`config.mk`:
```
export PLATFORM = sky130hd
export DESIGN_NAME = imm_gen_pipe
export DESIGN_NICKNAME = d
export VERILOG_FILES = /design/src/rtl/imm_gen_pkg.sv /design/src/rtl/imm_gen_pipe_decode.sv /design/src/rtl/imm_gen_pipe.sv
export SDC_FILE = /design/constraint.sdc
export NUM_CORES = 1
export LEC_CHECK = 0
export BUFFER_PORTS_ARGS = -buffer_cell sky130_fd_sc_hd__clkbuf_2
export CORE_MARGIN = 4
export CORE_UTILIZATION = 40
export DETAILED_ROUTE_END_ITERATION = 6
export SYNTH_ARGS = -nofsm -noshare
export SYNTH_HDL_FRONTEND = slang
export SYNTH_HIERARCHICAL = 1
export SYNTH_SLANG_ARGS = --single-unit
```
`constraint.sdc`:
```
create_clock -name clk -period 6.6 [get_ports clk]
set_clock_uncertainty 0.2 [all_clocks]
set_input_delay 0.66 -clock clk [delete_from_list [all_inputs] [get_ports clk]]
set_output_delay 0.66 -clock clk [all_outputs]
set_load 0.01 [all_outputs]
```
`src/rtl/imm_gen_pkg.sv`:
```
// Shared types and opcode constants for the LEGv8 pipelined immediate generator.
package imm_gen_pkg;

    typedef enum logic [2:0] {
        FMT_NONE = 3'd0,
        FMT_D    = 3'd1,
        FMT_CB   = 3'd2,
        FMT_B    = 3'd3,
        FMT_I    = 3'd4,
        FMT_IW   = 3'd5
    } fmt_t;

    localparam logic [10:0] OP_LDUR = 11'b111_1100_0010;
    localparam logic [10:0] OP_STUR = 11'b111_1100_0000;
    localparam logic [7:0]  OP_CBZ  = 8'b1011_0100;
    localparam logic [7:0]  OP_CBNZ = 8'b1011_0101;
    localparam logic [5:0]  OP_B    = 6'b000101;
    localparam logic [5:0]  OP_BL   = 6'b100101;
    localparam logic [9:0]  OP_ADDI = 10'b1001000100;
    localparam logic [9:0]  OP_SUBI = 10'b1101000100;
    localparam logic [8:0]  OP_MOVZ = 9'b110100101;

    // imm is always carried at full 64-bit width; bits at and above N are zero.
    typedef struct packed {
        logic [63:0] imm;
        fmt_t        fmt;
        logic        unknown;
    } imm_entry_t;

endpackage

```
`src/rtl/imm_gen_pipe_decode.sv`:
```
// Combinational opcode decode and immediate extension for all immediate formats.
module imm_decode
    import imm_gen_pkg::*;
#(
    parameter int N            = 64,
    parameter bit SHIFT_BRANCH = 1'b0
)
(
    input  logic [31:0] instr,
    output imm_entry_t  entry
);

    localparam logic [63:0] WIDTH_MASK = (N >= 64) ? {64{1'b1}} : ((64'd1 << N) - 64'd1);

    logic [63:0] raw_imm;
    fmt_t        fmt_sel;
    logic        unknown_sel;

    always_comb begin
        raw_imm     = '0;
        fmt_sel     = FMT_NONE;
        unknown_sel = 1'b0;
        if (instr[31:21] == OP_LDUR || instr[31:21] == OP_STUR) begin
            raw_imm = {{55{instr[20]}}, instr[20:12]};
            fmt_sel = FMT_D;
        end else if (instr[31:24] == OP_CBZ || instr[31:24] == OP_CBNZ) begin
            raw_imm = {{45{instr[23]}}, instr[23:5]};
            if (SHIFT_BRANCH) raw_imm = raw_imm << 2;
            fmt_sel = FMT_CB;
        end else if (instr[31:26] == OP_B || instr[31:26] == OP_BL) begin
            raw_imm = {{38{instr[25]}}, instr[25:0]};
            if (SHIFT_BRANCH) raw_imm = raw_imm << 2;
            fmt_sel = FMT_B;
        end else if (instr[31:22] == OP_ADDI || instr[31:22] == OP_SUBI) begin
            raw_imm = {52'd0, instr[21:10]};
            fmt_sel = FMT_I;
        end else if (instr[31:23] == OP_MOVZ) begin
            // hw field selects a 16-bit lane; lanes beyond N are removed by the mask
            raw_imm = {48'd0, instr[20:5]} << {instr[22:21], 4'b0000};
            fmt_sel = FMT_IW;
        end else begin
            unknown_sel = 1'b1;
        end
    end

    assign entry.imm     = raw_imm & WIDTH_MASK;
    assign entry.fmt     = fmt_sel;
    assign entry.unknown = unknown_sel;

endmodule

```
`src/rtl/imm_gen_pipe.sv`:
```
// Registered immediate generator with valid/ready handshake and a one-deep skid entry.
module imm_gen_pipe
    import imm_gen_pkg::*;
#(
    parameter int N            = 64,
    parameter bit SHIFT_BRANCH = 1'b0
)
(
    input  logic         clk,
    input  logic         reset,
    input  logic         in_valid,
    output logic         in_ready,
    input  logic [31:0]  instr,
    output logic         out_valid,
    input  logic         out_ready,
    output logic [N-1:0] imm,
    output logic [2:0]   fmt,
    output logic         unknown,
    output logic [15:0]  unknown_count
);

    imm_entry_t  dec_entry;
    imm_entry_t  out_entry_reg, out_entry_next;
    imm_entry_t  skid_entry_reg, skid_entry_next;
    logic        out_valid_reg, out_valid_next;
    logic        skid_valid_reg, skid_valid_next;
    logic        in_ready_reg;
    logic [15:0] unknown_count_reg, unknown_count_next;
    logic        in_fire, out_fire;

    imm_decode #(.N(N), .SHIFT_BRANCH(SHIFT_BRANCH)) u_decode (
        .instr (instr),
        .entry (dec_entry)
    );

    assign in_fire  = in_valid && in_ready_reg;
    assign out_fire = out_valid_reg && out_ready;

    always_comb begin
        out_entry_next     = out_entry_reg;
        out_valid_next     = out_valid_reg;
        skid_entry_next    = skid_entry_reg;
        skid_valid_next    = skid_valid_reg;
        unknown_count_next = unknown_count_reg;
        if (!out_valid_reg || out_fire) begin
            // Output slot frees up: the older skid entry always wins over new input.
            if (skid_valid_reg) begin
                out_entry_next  = skid_entry_reg;
                out_valid_next  = 1'b1;
                skid_valid_next = 1'b0;
            end else if (in_fire) begin
                out_entry_next = dec_entry;
                out_valid_next = 1'b1;
            end else begin
                out_valid_next = 1'b0;
            end
        end else if (in_fire) begin
            skid_entry_next = dec_entry;
            skid_valid_next = 1'b1;
        end
        if (out_fire && out_entry_reg.unknown && unknown_count_reg != 16'hFFFF)
            unknown_count_next = unknown_count_reg + 16'd1;
    end

    always_ff @(posedge clk) begin
        if (reset) begin
            out_entry_reg     <= '0;
            out_valid_reg     <= 1'b0;
            skid_entry_reg    <= '0;
            skid_valid_reg    <= 1'b0;
            in_ready_reg      <= 1'b0;
            unknown_count_reg <= '0;
        end else begin
            out_entry_reg     <= out_entry_next;
            out_valid_reg     <= out_valid_next;
            skid_entry_reg    <= skid_entry_next;
            skid_valid_reg    <= skid_valid_next;
            in_ready_reg      <= !skid_valid_next;
            unknown_count_reg <= unknown_count_next;
        end
    end

    assign in_ready      = in_ready_reg;
    assign out_valid     = out_valid_reg;
    assign imm           = out_entry_reg.imm[N-1:0];
    assign fmt           = out_entry_reg.fmt;
    assign unknown       = out_entry_reg.unknown;
    assign unknown_count = unknown_count_reg;

endmodule

```
=== After elaboration in Yosys (flattened, before gate mapping) ===
Cells that the tools add are included.

* Reduce and logical (&&, ||, !) cells: 14
* Equality and inequality tests: 10
* Multiplexer cells: 21
* Bitwise operators: 1
* Add/sub/neg operators: 1
* Shift-type cells: 1

{| class="wikitable"
|+ Operators with widths
! cell !! count
|-
| $mux 64 || 5
|-
| $mux 68 || 2
|-
| $shl 16x6->64 || 1
|-
| $eq 11x11->1 const B || 2
|-
| $eq 10x10->1 const B || 2
|-
| $add 16x1->16 const B || 1
|-
| $eq 8x8->1 const B || 2
|-
| $ne 16x16->1 const B || 1
|-
| $mux 3 || 5
|-
| $eq 9x9->1 const B || 1
|-
| $mux 1 || 9
|-
| $eq 6x3->1 const B || 1
|-
| $eq 6x6->1 const B || 1
|-
| $logic_or 1x1->1 || 5
|-
| $logic_and 1x1->1 || 4
|-
| $reduce_and 2->1 || 2
|-
| $logic_not 1->1 || 2
|-
| $reduce_bool 2->1 || 1
|-
| $not 1->1 || 1
|}

* Bits in registers: 155
* Output and inout port bits: 86
* Bits of input ports: 36
* Logic and storage cells: 58

=== Longest topological paths before layout ===
* Word-level depth: 8
* Gate-level depth with buffers: 10
* Depth with buffers taken out: 6

=== By module ===
Netlist, hierarchy kept.

{| class="wikitable"
|+ Modules (own cells, without submodules)
! module !! cells each !! area each (µm²) !! times used !! sequential area each (µm²)
|-
| imm_gen_pipe || 711 || 6211.0 || 1 || 3103.0
|-
| imm_decode || 211 || 1351.3 || 1 || 0.0
|}

=== Worst setup path before layout ===
Ideal clock, no wire load.

* Path kind: input to register
* Start point: input port instr[29]
* End point: register out_entry_reg, in the netlist imm[55]
* Stages: 10
* Path slack: 3.520 ns
* Library setup time: 0.086 ns
* Data arrival time: 2.794 ns
* Data required time: 6.314 ns
* Cell sequence: buf_6 or4b_4 buf_6 or3_1 buf_6 nor4b_4 buf_6 a21o_1 mux2i_1 a211oi_1

{| class="wikitable"
|+ RTL lines
! item !! line !! text
|-
| start: declaration || imm_gen_pipe.sv:13 || <nowiki>input logic [31:0] instr,</nowiki>
|-
| end signal: assignment || imm_gen_pipe.sv:74 || <nowiki>out_entry_reg <= out_entry_next;</nowiki>
|-
| end: declaration || imm_gen_pipe.sv:23 || <nowiki>imm_entry_t out_entry_reg, out_entry_next;</nowiki>
|}

==> results.yml <==
placed_design:
  post-dp-hpwl_um: 13610
  gp_congestion: 0.9066
  port_buffers: 121
power:
  powerDensity_mw_per_mm2: 258.4
  switchingPower_mw: 0.5331
  switching_share_pct: 23.28
  p_seq_share_pct: 42.9
  p_total_mw: 2.290
  p_clk_share_pct: 49.0
  ir_drop_mv: 0.1866
  pwr-share-comb_pct: 8.1
  intPower_mw: 1.757
  p_leak_nw: 3.441
layout:
  area_growth_syn_to_layout_pct: 17.19
  largest_reg_flops: 68
  fin_nets: 1025
  drive_gt1_share_pct: 18.18
  utilization_pct: 47.54
  fill_cells: 1857
  diodes: 0
timing:
  worst_pin_slew_ns: 0.9629
  worst_hold_slack_ns: 0.2527
  max_freq_mhz: 292.5
  min_period_ns: 3.419
  finalCritPeriodShare_pct: 51.81
  hold_violations: 0
  final.setup.tns_ns: 0
  setup_viol: 0
  drv_slew: 0
  relSlewSlack_pct: 35.53
  rsz0062_at_grt: "false"
setup_path:
  path_class: "input pin to register"
  worst-endpoint-required_ns: 6.72
  critPathCaptureType: "register"
  worstSetupStartpointType: "input pin"
  worstPathMaxFanout: 19
  cp.arrival_ns: 3.54
  cpPeakStageDelay_ns: 0.85
  slowest_stage: "nor4b_4"
  r2r_setup_slack_ns: 4.13
  cp_cell_sequence: "clkbuf_2, or4b_4, or3_1, nor4b_4, a21o_1, mux2i_1, a211oi_1"
clock_network:
  clockBufferDepth: 2
  path_clk_slew_ns: 0.06
  clock_sinks: 155
  ctsHoldBuffers: 0
  cts_resized: 0
  cts-htree-levels: 4
  clk_latency_ns: 0.43
  cts_root_buf: "clkbuf_16"
  cts_setup_buffers: 0
  cts_made_buffers: 17
  cts_tree: "done"
die:
  rows: 50
  die_width_um: 145.5
  core_area_mm2: 0.01864
  initial_core_util_pct: 40.56
  io_pins: 122
  die_area_mm2: 0.02117
  die_h_um: 145.5
route:
  drtIter0Drc: 463
  ant_nets: 0
  num_vias: 6795
  drt_wl_total_um: 21760
  drt-wirelength-per-cell_um: 17.62
  dr.pass1.iters: 7
  drc: 0
  vias_per_cell: 5.502
synth:
  avgSynthCellArea_um2: 8.202
  ys_warn_count: 6
  syn_inst: 922
  ys_seq_elements: 155
  synth-edff-count: 0
  synth_cell_type_count: 55
  synthesis.area_mm2: 0.007562
  ys_seq_area_share_pct: 41.03
  ys.flop_type: "dfxtp_1"
  syn_nets: 959
  async_flop_share_pct: 0
global_routing:
  grt-ovfl-total: 0
  grt.met3_usage_pct: 4.360
  use_met2_pct: 32.55
  grtUsageMet1_pct: 26.75
  gr-usage-all-layers_pct: 20.41
  top_usage_layer: "met2"
  grt_max_degree: 91
  grt_pass1_wl_um: 35150
  grt_pass1_vias: 6429
  antenna_found_initial: 0
run:
  max_cap_viol_count: 0
run_status:
  status: "complete, no violations"
worst_hold_path:
  hold_path.class: "register to register"
==> routing by layer <==
metal	part of all wire (%)	routed length (um)
met5	0	0
met4	3.3	710
met3	4.6	1005
met2	47	10240
met1	45	9805
==> synth_stat cells, types with 5 or more instances <==
library cell | number | area (um2)
nor3_1 | 5 | 25.02
nor4_1 | 8 | 50.05
dfxtp_1 | 155 | 3103
buf_6 | 5 | 56.30
inv_1 | 9 | 33.78
nor2_1 | 96 | 360.4
nand3_1 | 14 | 70.07
a22oi_1 | 8 | 60.06
nor2b_1 | 5 | 31.28
mux2i_1 | 69 | 690.7
nand2_1 | 160 | 600.6
a221oi_1 | 8 | 70.07
clkbuf_1 | 56 | 210.2
a221o_1 | 7 | 70.07
a21oi_1 | 85 | 425.4
and3_1 | 6 | 37.54
a21o_1 | 39 | 292.8
a211oi_1 | 72 | 540.5
o21ai_0 | 31 | 155.2
buf_2 | 19 | 95.09
o211ai_1 | 6 | 45.04
==> through the flow <==
stage | instances | setup slack, ns | cell area (um2)
global placement | 1203 | 2.909 | 8187
CTS | 1235 | 3.214 | 8862
global route | 1235 | 3.067 | 8862
floorplan | 922 | 3.520 | 7562
finish | 1235 | 3.181 | 8862
detailed placement | 1203 | 2.841 | 8187
==> cell type report <==
type	instances	area, um2	area share (%)
Timing Repair Buffer	131	683.2	7.709
Inverter	9	33.78	0.3812
Clock inverter	11	215.2	2.428
Tap cell	234	292.8	3.304
Sequential cell	155	3107	35.06
Clock buffer	21	460.4	5.196
Multi-Input combinational cell	674	4070	45.93
==> power by group through the flow <==
stage	clock (mW)	sequential [mW]	combinational [mW]
2_1_floorplan	0	1.01	0.0951
3_3_place_gp	0	1.00	0.185
3_5_place_dp	0	1.00	0.186
4_1_cts	1.14	0.982	0.187
5_1_grt	1.18	0.985	0.205
6_report	1.12	0.982	0.185
==> logic make-up (layout without fill, tap and decap cells) <==
family | count (synthesis) | after routing | share of synthesized area (%)
AOI/OAI and AO/OA | 273 | 273 | 23.69
adders and majority gates | 1 | 1 | 0.1654
buffers and inverters | 93 | 172 | 5.526
DFF | 155 | 155 | 41.03
muxes | 73 | 73 | 9.729
and+or+nand+nor | 327 | 327 | 19.85
==> placed cells by master, fill, tap and decap left out, types with 3 or more instances in the layout <==
cell / n
o21ai_0: 31
nand3_1: 13
dfxtp_1: 154
nand2b_1: 4
a21oi_1: 85
nor2b_1: 5
nor4_1: 8
a22oi_1: 8
and3_1: 5
a21o_1: 39
nor2_1: 95
inv_1: 9
o211ai_1: 6
o31ai_1: 4
mux2_2: 4
and4_1: 4
mux2i_1: 69
a221o_1: 6
buf_4: 11
nand2_1: 160
clkbuf_16: 17
bufinv_16: 6
a211oi_1: 72
a22o_1: 3
a221oi_1: 8
clkbuf_2: 120
or3_1: 3
nor3_1: 5
or4_1: 4
==> worst max-delay path, delay by kind of cell <==
| kind | cells | cell delay, ns |
|---|---|---|
| buf+inv | 1 | 0.26 |
| compound gates | 2 | 0.55 |
| mux | 1 | 0.07 |
| simple gates | 3 | 1.99 |
==> final timing paths <==
| path | startpoint | end | cells after the start |
|---|---|---|---|
| min reg2reg | skid_entry_reg[12] | skid_entry_reg[12] | 2 |
| max reg2reg | skid_valid_reg | imm[61] | 5 |
| max | instr[29] | imm[61] | 7 |
| min | skid_entry_reg[12] | skid_entry_reg[12] | 2 |
Power figures use the tool's default switching activity.
